[src/rtl/seq_booth_mult.sv]
// rtl/seq_booth_mult.sv - sequential radix-2 Booth multiplier, 33-cycle latency
// Optional restart-on-start during RUN is enabled by defining MULT_ABORT_EN.

module cla_adder #(
  parameter int WIDTH = 32
) (
  input  logic [WIDTH-1:0] a,
  input  logic [WIDTH-1:0] b,
  input  logic             c_in,
  output logic [WIDTH-1:0] sum,
  output logic             c_out
);

  logic [WIDTH-1:0] g;
  logic [WIDTH-1:0] p;
  logic [3:0]       gb;
  logic [3:0]       pb;
  logic [3:0]       cb;
  logic             carry;

  assign g = a & b;
  assign p = a ^ b;

  // 4-bit lookahead groups; each group's carry-out is formed from generate/propagate terms
  always_comb begin
    carry = c_in;
    sum   = '0;
    gb    = '0;
    pb    = '0;
    cb    = '0;
    for (int k = 0; k < WIDTH / 4; k++) begin
      gb    = g[4*k +: 4];
      pb    = p[4*k +: 4];
      cb[0] = carry;
      cb[1] = gb[0] | (pb[0] & carry);
      cb[2] = gb[1] | (pb[1] & gb[0]) | (pb[1] & pb[0] & carry);
      cb[3] = gb[2] | (pb[2] & gb[1]) | (pb[2] & pb[1] & gb[0]) | (pb[2] & pb[1] & pb[0] & carry);
      sum[4*k +: 4] = pb ^ cb;
      carry = gb[3] | (pb[3] & gb[2]) | (pb[3] & pb[2] & gb[1]) |
              (pb[3] & pb[2] & pb[1] & gb[0]) | ((&pb) & carry);
    end
    c_out = carry;
  end

endmodule

module seq_booth_mult #(
  parameter int WIDTH = 32
) (
  input  logic             clock,
  input  logic             reset_n,
  input  logic             ctrl_MULT,
  input  logic [WIDTH-1:0] data_operandA,
  input  logic [WIDTH-1:0] data_operandB,
  output logic [WIDTH-1:0] data_result,
  output logic             data_exception,
  output logic             data_resultRDY,
  output logic             busy
);

  localparam int CW = $clog2(WIDTH);
  localparam logic [CW-1:0] LAST_STEP = CW'(WIDTH - 1);

  typedef enum logic [1:0] {IDLE, RUN, DONE} state_t;

  state_t           state;
  state_t           state_next;
  logic [CW-1:0]    count;
  logic [2*WIDTH:0] product;
  logic [2*WIDTH:0] step_product;
  logic [WIDTH-1:0] multiplicand;
  logic [WIDTH-1:0] addend;
  logic [WIDTH-1:0] sum;
  logic             sub;
  logic             step_active;
  logic             c_out;
  logic             sum_sign;
  logic             start_accept;

`ifdef MULT_ABORT_EN
  assign start_accept = ctrl_MULT && (state == IDLE || state == RUN);
`else
  assign start_accept = ctrl_MULT && (state == IDLE);
`endif

  assign sub         = product[1] & ~product[0];
  assign step_active = product[1] ^ product[0];
  assign addend      = sub ? ~multiplicand : multiplicand;

  cla_adder #(.WIDTH(WIDTH)) u_cla (
    .a     (product[2*WIDTH:WIDTH+1]),
    .b     (addend),
    .c_in  (sub),
    .sum   (sum),
    .c_out (c_out)
  );

  // Shift in the true 33rd sum bit so 0 - (-2^31) does not wrap negative
  assign sum_sign     = product[2*WIDTH] ^ addend[WIDTH-1] ^ c_out;
  assign step_product = step_active ? {sum_sign, sum, product[WIDTH:1]}
                                    : {product[2*WIDTH], product[2*WIDTH:1]};

  assign busy = (state != IDLE);

  always_comb begin
    state_next = state;
    case (state)
      IDLE:    if (ctrl_MULT) state_next = RUN;
      RUN:     if (!start_accept && count == LAST_STEP) state_next = DONE;
      DONE:    state_next = IDLE;
      default: state_next = IDLE;
    endcase
  end

  always_ff @(posedge clock or negedge reset_n) begin
    if (!reset_n) begin
      state <= IDLE;
    end else begin
      state <= state_next;
    end
  end

  always_ff @(posedge clock or negedge reset_n) begin
    if (!reset_n) begin
      count          <= '0;
      product        <= '0;
      multiplicand   <= '0;
      data_result    <= '0;
      data_exception <= 1'b0;
      data_resultRDY <= 1'b0;
    end else begin
      data_resultRDY <= 1'b0;
      if (start_accept) begin
        multiplicand <= data_operandA;
        product      <= {{WIDTH{1'b0}}, data_operandB, 1'b0};
        count        <= '0;
      end else if (state == RUN) begin
        product <= step_product;
        count   <= count + 1'b1;
      end
      // Result registers hold until the next operation reaches DONE
      if (state == DONE) begin
        data_result    <= product[WIDTH:1];
        data_exception <= (product[2*WIDTH:WIDTH+1] != {WIDTH{product[WIDTH]}});
        data_resultRDY <= 1'b1;
      end
    end
  end

endmodule

[config.mk]
export PLATFORM = sky130hd
export DESIGN_NAME = seq_booth_mult
export DESIGN_NICKNAME = d
export VERILOG_FILES = /design/src/rtl/seq_booth_mult.sv
export SDC_FILE = /design/constraint.sdc
export NUM_CORES = 1
export LEC_CHECK = 0
export CORE_MARGIN = 4
export CORE_UTILIZATION = 51
export CTS_CLUSTER_DIAMETER = 200
export DETAILED_ROUTE_END_ITERATION = 7
export PLACE_DENSITY = 0.75
export SLEW_MARGIN = 20
export SYNTH_ARGS = -nofsm -noshare
export SYNTH_HDL_FRONTEND = slang
export SYNTH_SLANG_ARGS = --single-unit
[constraint.sdc]
create_clock -name clock -period 8 [get_ports clock]
set_input_delay 2 -clock clock [delete_from_list [all_inputs] [get_ports clock]]
set_output_delay 2 -clock clock [all_outputs]
set_load 0.02 [all_outputs]
# Yosys cells after proc, flatten, opt, wreduce, memory -nomap -nowiden
# Index checks and enable logic that the tools add are counted.
[totals]
mem_bits_ro = 0
latch_bits = 0
reg_bits = 138
memories = 0
ramBits = 0
[op_classes]
div = 0
eq_ne = 6
multipliers = 0
bitwise_logic = 216
magnitude_cmp = 0
n_shift = 0
n_reduce_logical = 17
muxes = 10
n_addsub = 1
[op_table]
columns = ["cell", "n"]
rows = [
  ["$mux W65", 3],
  ["$and A1 B1 Y1", 121],
  ["$or A1 B1 Y1", 80],
  ["$and A32 B32 Y32", 1],
  ["$mux W32", 1],
  ["$ne A32 B32 Y1", 1],
  ["$not A32 Y32", 1],
  ["$reduce_and A4 Y1", 8],
  ["$xor A32 B32 Y32", 1],
  ["$xor A4 B4 Y4", 8],
  ["$mux W5", 2],
  ["$reduce_bool A2 Y1", 3],
  ["$add A5 B1 Y5 const B", 1],
  ["$eq A5 B5 Y1 const B", 1],
  ["$mux W2", 2],
  ["$ne A2 B2 Y1 const B", 2],
  ["$pmux W2 S2", 1],
  ["$reduce_and A2 Y1", 2],
  ["$xor A1 B1 Y1", 3],
  ["$eq A2 B1 Y1 const B", 1],
  ["$eq A2 B2 Y1 const B", 1],
  ["$logic_and A1 B1 Y1", 2],
  ["$logic_not A2 Y1", 1],
  ["$logic_not A1 Y1", 1],
  ["other kinds (2)", 2],
]

# Depth between registers and ports, before layout
# Gate-level depths: netlist (run 1).
[logic_depth]
ltp_word = 27
depth_mapped = 17

# Hierarchy
# From an unflattened synthesis (run 1), not the netlist that was laid out.
[unflattened]
cells_unflattened = 827
area_unflattened_um2 = 7483.4
[by_module_without_submodules]
columns = ["mod", "n_inst", "seq_area_each_um2", "area_each_um2", "cells_per_inst"]
rows = [
  ["seq_booth_mult", 1, 3453.3, 6145.9, 666],
  ["cla_adder", 1, 0.0, 1337.5, 161],
]

# Worst setup path before layout (run 1)
# No wires, ideal clock.
[synth_path]
path_kind = "register -> register"
from = "reg product[1]"
to = "reg product[57]"
stages_incl_launch_ff = 17
n_path_buf = 2
synth_period_minus_slack_ps = 3490
setup_time_ps = 133
setup_slack_ps = 4510
t_arrival_ps = 3357
cell_sequence = "dfrtp_1 ha_1 buf_6 buf_2 xor2_1 ha_1 a21o_1 a21oi_2 a21o_2 o211ai_2 a221oi_2 o21ai_0 fa_1 xnor2_1 nor2_1 a21oi_1 o21ai_0"
[synth_via]
elab_chain_cells = 24
elab_cells_between_ends = 77
[synth_rtl]
columns = ["item", "line_no", "source"]
rows = [
  ["start: declaration", "69", "logic [2*WIDTH:0] product;"],
  ["start signal: assignment", "135", "product <= {{WIDTH{1'b0}}, data_operandB, 1'b0};"],
  ["start signal: assignment", "138", "product <= step_product;"],
  ["$and A1 B1 Y1", "86", "assign sub = product[1] & ~product[0];"],
  ["$mux W32", "88", "assign addend = sub ? ~multiplicand : multiplicand;"],
  ["$xor A32 B32 Y32 / $and A32 B32 Y32 (equally long branches)", "22, 21", ""],
  ["$and A1 B1 Y1, on equally long branches", "39, 40", ""],
  ["$or A1 B1 Y1, or another cell as far along", "39", "carry = gb[3] | (pb[3] & gb[2]) | (pb[3] & pb[2] & gb[1]) |"],
  ["$or A1 B1 Y1 / $and A1 B1 Y1 (equally long branches)", "39, 40", ""],
  ["$or A1 B1 Y1", "39", ""],
  ["$or A1 B1 Y1", "40", "(pb[3] & pb[2] & pb[1] & gb[0]) | ((&pb) & carry);"],
  ["(+8 left out)", "n/a", ""],
  ["$and A1 B1 Y1", "40", ""],
  ["$or A1 B1 Y1", "40", ""],
  ["$and A1 B1 Y1", "35", "cb[1] = gb[0] | (pb[0] & carry);"],
  ["$or A1 B1 Y1", "35", ""],
  ["$xor A4 B4 Y4", "38", "sum[4*k +: 4] = pb ^ cb;"],
  ["$mux W65 *", "100", "assign step_product = step_active ? {sum_sign, sum, product[WIDTH:1]}"],
  ["$mux W65 *", "137", "end else if (state == RUN) begin"],
  ["$mux W65 *", "133", "if (start_accept) begin"],
]
# Every way passes the cells marked *; elsewhere a longest branch is shown, timed or not. The select of a mux whose other input is x is not followed.
# A chain may end at the register's enable or synchronous reset.

# Worst setup path after layout (run 1)
[layout_path]
from = "reg product[0]"
to = "reg product[57]"
[layout_via]
elab_chain_cells = 25
elab_cells_between_ends = 78
[layout_rtl]
columns = ["item", "line_no"]
rows = [
  ["$not A1 Y1", "86"],
  ["$and A1 B1 Y1", "86"],
  ["$mux W32", "88"],
  ["$xor A32 B32 Y32 / $and A32 B32 Y32 (equally long branches)", "22, 21"],
  ["$and A1 B1 Y1, on equally long branches", "39, 40"],
  ["$or A1 B1 Y1, or another cell as far along", "39"],
  ["$or A1 B1 Y1 / $and A1 B1 Y1 (equally long branches)", "39, 40"],
  ["$or A1 B1 Y1", "39"],
  ["(+9 left out)", "n/a"],
  ["$and A1 B1 Y1", "40"],
  ["$or A1 B1 Y1", "40"],
  ["$and A1 B1 Y1", "35"],
  ["$or A1 B1 Y1", "35"],
  ["$xor A4 B4 Y4", "38"],
  ["$mux W65 *", "100"],
  ["$mux W65 *", "137"],
  ["$mux W65 *", "133"],
]
# Marked as above.

==> results of run 1 <==
## synth_stat cells (2+ instances only)
library cell	n	area share, %
o211ai_1	6	0.61
xor2_1	41	4.8
ha_1	35	5.9
buf_1	8	0.40
xnor2_1	14	1.7
nand2_1	179	9.1
a21oi_1	28	1.9
a41oi_1	2	0.24
nor2_1	26	1.3
buf_4	3	0.30
nand2b_1	7	0.59
dfrtp_1	138	47
or3_1	2	0.17
a31oi_1	8	0.67
nor2b_1	4	0.34
nor3_1	8	0.54
nor3b_1	2	0.20
clkbuf_1	32	1.6
nand4_1	10	0.84
nand3_1	40	2.7
a21o_1	10	1.0
mux2i_1	11	1.5
inv_1	8	0.40
a22oi_1	33	3.3
nor4_1	6	0.51
o21ai_0	38	2.6
mux2_2	33	5.0
and3_1	2	0.17
a21oi_2	2	0.24
and2_1	3	0.25
fa_1	7	1.9
## worst max-delay path by stage
| stage | endpoint | slack [ps] | startpoint |
|---|---|---|---|
| after floorplan | product[57] | 4510 | product[1] |
| after global placement | product[32] | 3870 | ctrl_MULT |
| after detailed placement | product[32] | 3820 | ctrl_MULT |
| after CTS | product[57] | 3910 | product[0] |
| after global routing | product[57] | 3500 | product[0] |
| final | product[57] | 3930 | product[0] |
## cell type report
| class | instances | area (sq um) |
|---|---|---|
| inverters | 8 | 30.0 |
| clock inverters | 13 | 145 |
| flip-flops and latches | 138 | 3450 |
| fillers | 1092 | 4930 |
| well taps | 180 | 225 |
| multi-input cells | 576 | 3770 |
| repair buffers | 108 | 1060 |
| clock buffers | 18 | 429 |
## kinds of logic after synthesis
logic type	Yosys count	share of synthesized area, %
AOI/OAI and AO/OA	142	12.6
xor gates and xnor gates	55	6.49
buffers and inverters	53	2.95
muxes	44	6.49
and+or+nand+nor	293	17.1
adders and majority gates	42	7.79
DFF	138	46.5
## sequential cells by signal, indices dropped and copies added, names as in the netlist
| signal | flops |
|---|---|
| state | 2 |
| data_resultRDY | 1 |
| data_exception | 1 |
| data_result | 32 |
| multiplicand | 32 |
| count | 5 |
| product | 65 |
## layer usage
layer | vias up | wire length [microns] | share of wire [%] | track usage, %
met3 | 21 | 803 | 4.7 | 5.60
met5 | - | 0 | 0 | 0
met1 | 2849 | 7600 | 45 | 27.4
li1 | 2830 | - | - | -
met2 | 137 | 8310 | 49 | 36.7
met4 | 0 | 253 | 1.5 | 7.04
## power groups by stage
stage / clock [mW] / combinational (mW) / sequential, mW
floorplan: 0 / 1.97 / 1.20
global placement: 0 / 2.29 / 1.26
detailed placement: 0 / 2.45 / 1.27
CTS: 0.775 / 2.47 / 1.26
global route: 0.809 / 2.79 / 1.31
finish: 0.763 / 2.48 / 1.27
## metrics by stage
step,setup slack (ps),hold slack (ps),total power [mW]
6_report,3930,498,4.51
5_1_grt,3500,511,4.91
4_1_cts,3910,501,4.51
3_5_place_dp,3820,482,3.72
3_3_place_gp,3870,466,3.55
2_1_floorplan,4510,449,3.17
## worst reg2reg max path: cells and delay by family, from the launching register on
kind                       cells  cell delay [ps]
DFF                            1              360
buffers and inverters          2              550
adders and majority gates      3             1000
xor gates and xnor gates       2              280
and+or+nand+nor                1               60
AOI/OAI and AO/OA              8             1680
==> flow_summary.toml, run 1 <==
[outcome]
status = "complete, no violations"

[cells_and_area]
layout.cells.non_filler = 1041
layout_common_cells = "nand2_1 (178), dfrtp_1 (138), clkdlybuf4s50_1 (100)"
layout-drive-gt1-share_pct = 9.99
fin_nets = 958
antenna_cells = 0
final_common_cell = "nand2_1"
syn_to_final_growth_pct = 22.8
design_area_sq_mm = 0.00911
post-route-util_pct = 64.9

[floorplanning]
chipHeight_microns = 129
ios = 102
core_sq_mm = 0.0140
num_rows = 43
initial_utilization_pct = 52.8
die_w_microns = 129
die-area_sq_mm = 0.0165

[critical_path]
regToRegEndpoint = "product[57]"
r2r-start = "product[0]"
critPathMaxFanout = 34
crit_top_cell = "o21ai_0"
cpPeakStageDelay_ps = 470
cp_data_arrival_time_ps = 4350
path_class = "reg2reg"
r2r_slack_ps = 3930
required_ps = 8280
cp_top_family = "compound AO/OA/AOI/OAI gates"
critPathSlowestCell = "buf_4"
path_cells = "inv_1 > ha_2 > buf_4 > xor2_1 > ha_1 > a21o_1 > a21oi_2 > a21o_2 > o211ai_2 > a221oi_2 > o21ai_0 > fa_1 > xnor2_1 > nor2_1 > a21oi_1 > o21ai_0"
critPathBufInv = 2
cp.depth = 16
start_kind = "flop"
rr_worst_depth = 16
end_kind = "flop"

[synth]
ys_warn_count = 0
syn_avg_cell_area_sq_um = 9.67
ys_dominant_reg_cell = "dfrtp_1"
synth_cell_types = 52
syn_inst = 767
synth_enable_flop_cells = 0
ys_seq_area_share_pct = 46.5
async_flop_share_pct = 100
synth_nets = 876
ys_ff_latch = 138
synth_area_sq_mm = 0.00742

[place]
portBuffers = 101
dp_hpwl_microns = 11200
placed_area_sq_mm = 0.00854
dp.cells = 1010
gp_congestion = 0.926

[clock_network]
insertion_delay_ps = 420
tritoncts = "done"
cts.htree.levels = 4
cts-root-buf = "clkbuf_16"
cts-resized-gates = 0
clockBufferDepth = 2
cts_hold_buf = 0
cts_inserted_buffers = 17
postCtsSetupRepairBufs = 0
path_clk_slew_ps = 60
clock-sinks = 138

[timing]
rsz0062_at_grt = "false"
fmax_mhz = 246
period_needed_ps = 4070
setup_viol = 0
slew_viol_final = 0
hold_viol = 0
relSlewSlack_pct = 32.5
finalSetupTns_ps = 0
fin_crit_sh_pct = 50.9
tightest_slew_ps = 1010
fin_skew_ps = 6.75

[hold_path]
min_to = "multiplicand[11]"
min_path_type = "reg2reg"
hold_depth = 2
min_from = "multiplicand[11]"

[power]
p_comb_share_pct = 54.9
clkPwrFrac_pct = 16.9
peakVddDrop_v = 0.000240
p_seq_share_pct = 28.1
swShare_pct = 43.6
power_density_mw_per_mm2 = 495
p_int_mw = 2.54
switching_power_mw = 1.97
leakage_nw = 4.33

[global_route]
grt_pass1_wl_microns = 29200
grt_pass1_vias = 6210
gr-total-overflow = 0
antenna_found_initial = 0
grt_max_degree = 88
grt_usage_pct = 21.7

[route]
drt_iter0_drc = 482
routed_wl_microns = 17000
drc_errors = 0
drt_pre_antenna_iters = 5
wire_per_inst_microns = 16.3
via_count = 5837
viasPerCell = 5.61
ant_nets = 0

[job]
maxCapViolCount = 0
No activity file was read; power rests on OpenSTA's default activity.
==> inputs of run 2 (changes only) <==
--- a/config.mk
+++ b/config.mk
@@ -6,10 +6,10 @@
 export NUM_CORES = 1
 export LEC_CHECK = 0
 export CORE_MARGIN = 4
-export CORE_UTILIZATION = 51
+export CORE_UTILIZATION = 50
 export CTS_CLUSTER_DIAMETER = 200
 export DETAILED_ROUTE_END_ITERATION = 7
-export PLACE_DENSITY = 0.75
+export PLACE_DENSITY = 0.77
 export SLEW_MARGIN = 20
 export SYNTH_ARGS = -nofsm -noshare
 export SYNTH_HDL_FRONTEND = slang
==> constraint.sdc (replaced) <==
create_clock -name clock -period 3.74 [get_ports clock]
set_input_delay 0.935 -clock clock [delete_from_list [all_inputs] [get_ports clock]]
set_output_delay 0.935 -clock clock [all_outputs]
set_load 0.02 [all_outputs]
==> flow_summary.toml, run 2 (synthesis gave the netlist of run 1 again) <==
[clock_network]
cts_hold_buf = 0
cts-resized-gates = 0
cts_inserted_buffers = 17
cts-root-buf = "clkbuf_16"
clock-sinks = 138
postCtsSetupRepairBufs = 0
clockBufferDepth = 2
path_clk_slew_ps = 60
cts.htree.levels = 4
insertion_delay_ps = 430
tritoncts = "done"

[cells_and_area]
layout.cells.non_filler = 1050
largest_register_ffs = 65
layout_common_cells = "nand2_1 (178), dfrtp_1 (138), clkdlybuf4s50_1 (100)"
antenna_cells = 0
final_common_cell = "nand2_1"
layout-drive-gt1-share_pct = 10.9
syn_to_final_growth_pct = 24.8
fin_nets = 962
n_fill_cell = 1173
largest_register = "product"
post-route-util_pct = 63.7
reg_top3 = "product (65), data_result (32), multiplicand (32)"
design_area_sq_mm = 0.00926

[place]
pre_cts_ws_ps = 81.4
dp.cells = 1017
gp_congestion = 0.900
dp_hpwl_microns = 10700
placed_area_sq_mm = 0.00860
portBuffers = 101

[timing]
fin_crit_sh_pct = 93.9
tightest_slew_ps = 1050
relSlewSlack_pct = 29.9
fmax_mhz = 285
fin_skew_ps = 7.75
worst_slack_ps = 228
finalSetupTns_ps = 0
period_needed_ps = 3510
hold_ws_ps = 492
rsz0062_at_grt = "true"
setup_viol = 0
hold_viol = 0
slew_viol_final = 0

[job]
maxCapViolCount = 0

[hold_path]
min_path_type = "reg2reg"

[power]
leakage_nw = 4.37
finalPower_mw = 9.70
power_density_mw_per_mm2 = 1050
peakVddDrop_v = 0.000512

[floorplanning]
die-area_sq_mm = 0.0169
num_rows = 44
initial_utilization_pct = 51.1
chipHeight_microns = 130
ios = 102
core_sq_mm = 0.0145
die_w_microns = 130

[route]
drt_iter0_drc = 414
drt_pre_antenna_iters = 5
wire_per_inst_microns = 15.8
routed_wl_microns = 16600
via_count = 5767
drc_errors = 0
viasPerCell = 5.49
ant_nets = 0

[global_route]
grt_pass1_vias = 5789
gr-total-overflow = 0
antenna_found_initial = 0
grt_pass1_wl_microns = 28000
grt_max_degree = 92
grt_usage_pct = 20.9

[critical_path]
start_kind = "flop"
path_class = "reg2reg"
required_ps = 4030
cp_data_arrival_time_ps = 3800
end_kind = "flop"
critPathMaxFanout = 12

[outcome]
status = "complete, no violations"
==> run 2: worst max-delay path: stages, from the launching register on <==
cell and delay (ps):
dfrtp_1 430, ha_4 200, buf_12 150, xor2_2 190, ha_1 340, nand4_1 140, or3_1 450, or2_1 270
o211ai_4 140, a221oi_4 130, o31ai_4 260, fa_1 450, mux2i_1 120, o21ai_0 90
==> run 2: report_power, final <==
group,switching (mW),internal [mW],total [mW]
Combinational,2.91,2.45,5.35
Sequential,0.593,2.12,2.71
Clock,0.687,0.947,1.63
==> run 2: path summary, 6_finish.rpt <==
check / start / end / slack (ps) / cells past startpoint
min in group asynchronous: reset_n / data_result[29] / 590 / 1
min: count[3] / count[3] / 490 / 1
min reg2reg: count[3] / count[3] / 490 / 1
max reg2reg: product[1] / product[60] / 230 / 13
max in group asynchronous: reset_n / multiplicand[6] / 2400 / 2
max: product[1] / product[60] / 230 / 13
==> run 2: area by class of cell <==
type / count / area [sq um] / area share (%)
multi-input cells: 576 / 3820 / 41.3
flip-flops and latches: 138 / 3450 / 37.3
repair buffers: 112 / 1150 / 12.4
clock buffers: 19 / 443 / 4.78
well taps: 184 / 230 / 2.49
clock inverters: 13 / 131 / 1.42
inverters: 8 / 30.0 / 0.324
==> run 2: metal layers <==
layer | share of wire (%) | wire [microns] | global-route usage, % | vias up
met2 | 48 | 7950 | 34.1 | 116
met1 | 44 | 7300 | 26.5 | 2794
met4 | 1.3 | 216 | 5.93 | 0
met3 | 6.6 | 1090 | 7.41 | 19
li1 | - | - | - | 2838
met5 | 0 | 0 | 0 | -
==> inputs of run 3 (changes only) <==
--- a/config.mk
+++ b/config.mk
@@ -6,10 +6,11 @@
 export NUM_CORES = 1
 export LEC_CHECK = 0
 export CORE_MARGIN = 4
-export CORE_UTILIZATION = 50
+export CORE_UTILIZATION = 51
 export CTS_CLUSTER_DIAMETER = 200
 export DETAILED_ROUTE_END_ITERATION = 7
-export PLACE_DENSITY = 0.77
+export DONT_BUFFER_PORTS = 1
+export PLACE_DENSITY = 0.69
 export SLEW_MARGIN = 20
 export SYNTH_ARGS = -nofsm -noshare
 export SYNTH_HDL_FRONTEND = slang
==> flow_summary.toml, run 3 (synthesis gave the netlist of run 1 again) <==
[hold_path]
min_path_type = "in2async"

[power]
clkPwrFrac_pct = 16.7
p_comb_share_pct = 54.8
peakVddDrop_v = 0.000543
p_int_mw = 5.39
power_density_mw_per_mm2 = 1180
finalPower_mw = 9.66
leakage_nw = 4.00
p_seq_share_pct = 28.5
switching_power_mw = 4.27
swShare_pct = 44.2

[floorplanning]
initial_utilization_pct = 52.8
core_sq_mm = 0.0140
die-area_sq_mm = 0.0165
num_rows = 43
chipHeight_microns = 129
die_w_microns = 129
ios = 102

[job]
maxCapViolCount = 0

[cells_and_area]
antenna_cells = 0
layout_common_cells = "nand2_1 (178), dfrtp_1 (138), xor2_1 (41)"
fin_nets = 862
final_common_cell = "nand2_1"
largest_register = "product"
n_fill_cell = 1186
syn_to_final_growth_pct = 10.6
reg_top3 = "product (65), data_result (32), multiplicand (32)"
multiInputGateArea_sq_mm = 0.00381
layout-drive-gt1-share_pct = 12.4
largest_register_ffs = 65
regArea_sq_mm = 0.00345

[global_route]
grt_pass1_vias = 5604
grt_max_degree = 139
grt_usage_pct = 20.9
antenna_found_initial = 0
gr-total-overflow = 0
grt_pass1_wl_microns = 27700

[route]
drc_errors = 0
ant_nets = 0
drt_pre_antenna_iters = 5
via_count = 5513
wire_per_inst_microns = 17.4
viasPerCell = 5.83
routed_wl_microns = 16500
drt_iter0_drc = 396

[timing]
slew_viol_final = 0
hold_viol = 0
hold_ws_ps = 204
fin_skew_ps = 9.27
fmax_mhz = 281
period_needed_ps = 3550
tightest_slew_ps = 902
fin_crit_sh_pct = 95.0
finalSetupTns_ps = 0
setup_viol = 0
relSlewSlack_pct = 39.8

[clock_network]
clock-sinks = 138
tritoncts = "done"
path_clk_slew_ps = 60
clockBufferDepth = 2
cts.htree.levels = 4
cts_inserted_buffers = 17
cts-root-buf = "clkbuf_16"
insertion_delay_ps = 420

[critical_path]
critPathSlowestCell = "dfrtp_1"
critPathMaxFanout = 13
required_ps = 4020
cpPeakStageDelay_ps = 430
path_cells = "ha_4 > buf_12 > xor2_1 > ha_1 > a21o_1 > a21oi_2 > a21o_2 > o211ai_2 > a221oi_4 > o21ai_2 > fa_1 > xnor2_1 > nor2_1 > a21oi_1 > o21ai_0"
cp_top_family = "compound AO/OA/AOI/OAI gates"
critPathBufInv = 1
end_kind = "flop"
path_class = "reg2reg"
cp_data_arrival_time_ps = 3830
start_kind = "flop"

[outcome]
status = "complete, no violations"

[place]
dp_hpwl_microns = 10900
portBuffers = 0
gp_congestion = 0.873
==> run 3: cell types whose count changed in the layout (fill, tap and decap cells not counted), sizes merged <==
cell | previous run | this run
inv | 15 | 17
bufinv | 1 | 0
clkbuf | 20 | 19
clkinv | 2 | 4
clkinvlp | 3 | 1
clkdlybuf4s50 | 100 | 0
==> run 3: area by class of cell <==
type / count / share of cell area (%)
clock buffers: 18 / 5.35
clock inverters: 14 / 1.56
inverters: 8 / 0.366
multi-input cells: 576 / 46.4
flip-flops and latches: 138 / 42.1
well taps: 180 / 2.75
repair buffers: 12 / 1.46
==> run 3: path summary, 6_finish.rpt <==
check,startpoint,end,slack [ps],depth (start not counted)
min reg2reg,multiplicand[28],multiplicand[28],490,2
max,product[1],product[57],190,15
min,reset_n,data_result[7],200,0
min in group clock,multiplicand[28],multiplicand[28],490,2
max reg2reg,product[1],product[57],190,15
max in group asynchronous,reset_n,product[55],3360,0
==> run 3: power groups by stage <==
stage	sequential, mW	clock, mW	combinational (mW)
6_report	2.75	1.61	5.30
5_1_grt	2.84	1.72	6.01
4_1_cts	2.75	1.65	5.13
3_5_place_dp	2.77	0	5.09
3_3_place_gp	2.74	0	4.81
2_1_floorplan	2.57	0	4.21
==> run 3: per-layer routing <==
metal,track usage (%),part of all wire (%)
met1,26.8,44
met4,6.49,1.7
met2,34.5,49
met5,0,0
met3,5.98,5.7
==> run 3: what timing repair did <==
action,CTS,global route
resized for setup,0,7
setup buffers,0,2
endpoints found under the setup margin,0,3
hold buffers,0,0
==> run 3: metrics by stage <==
step	setup WS (ps)	instances	util [%]	area (sq um)
2_1_floorplan	250	767	-	7420
3_3_place_gp	223	911	53.8	7550
3_5_place_dp	83.7	911	53.8	7550
4_1_cts	64.0	943	57.8	8120
5_1_grt	-2.01	946	58.4	8200
6_report	187	946	58.4	8200
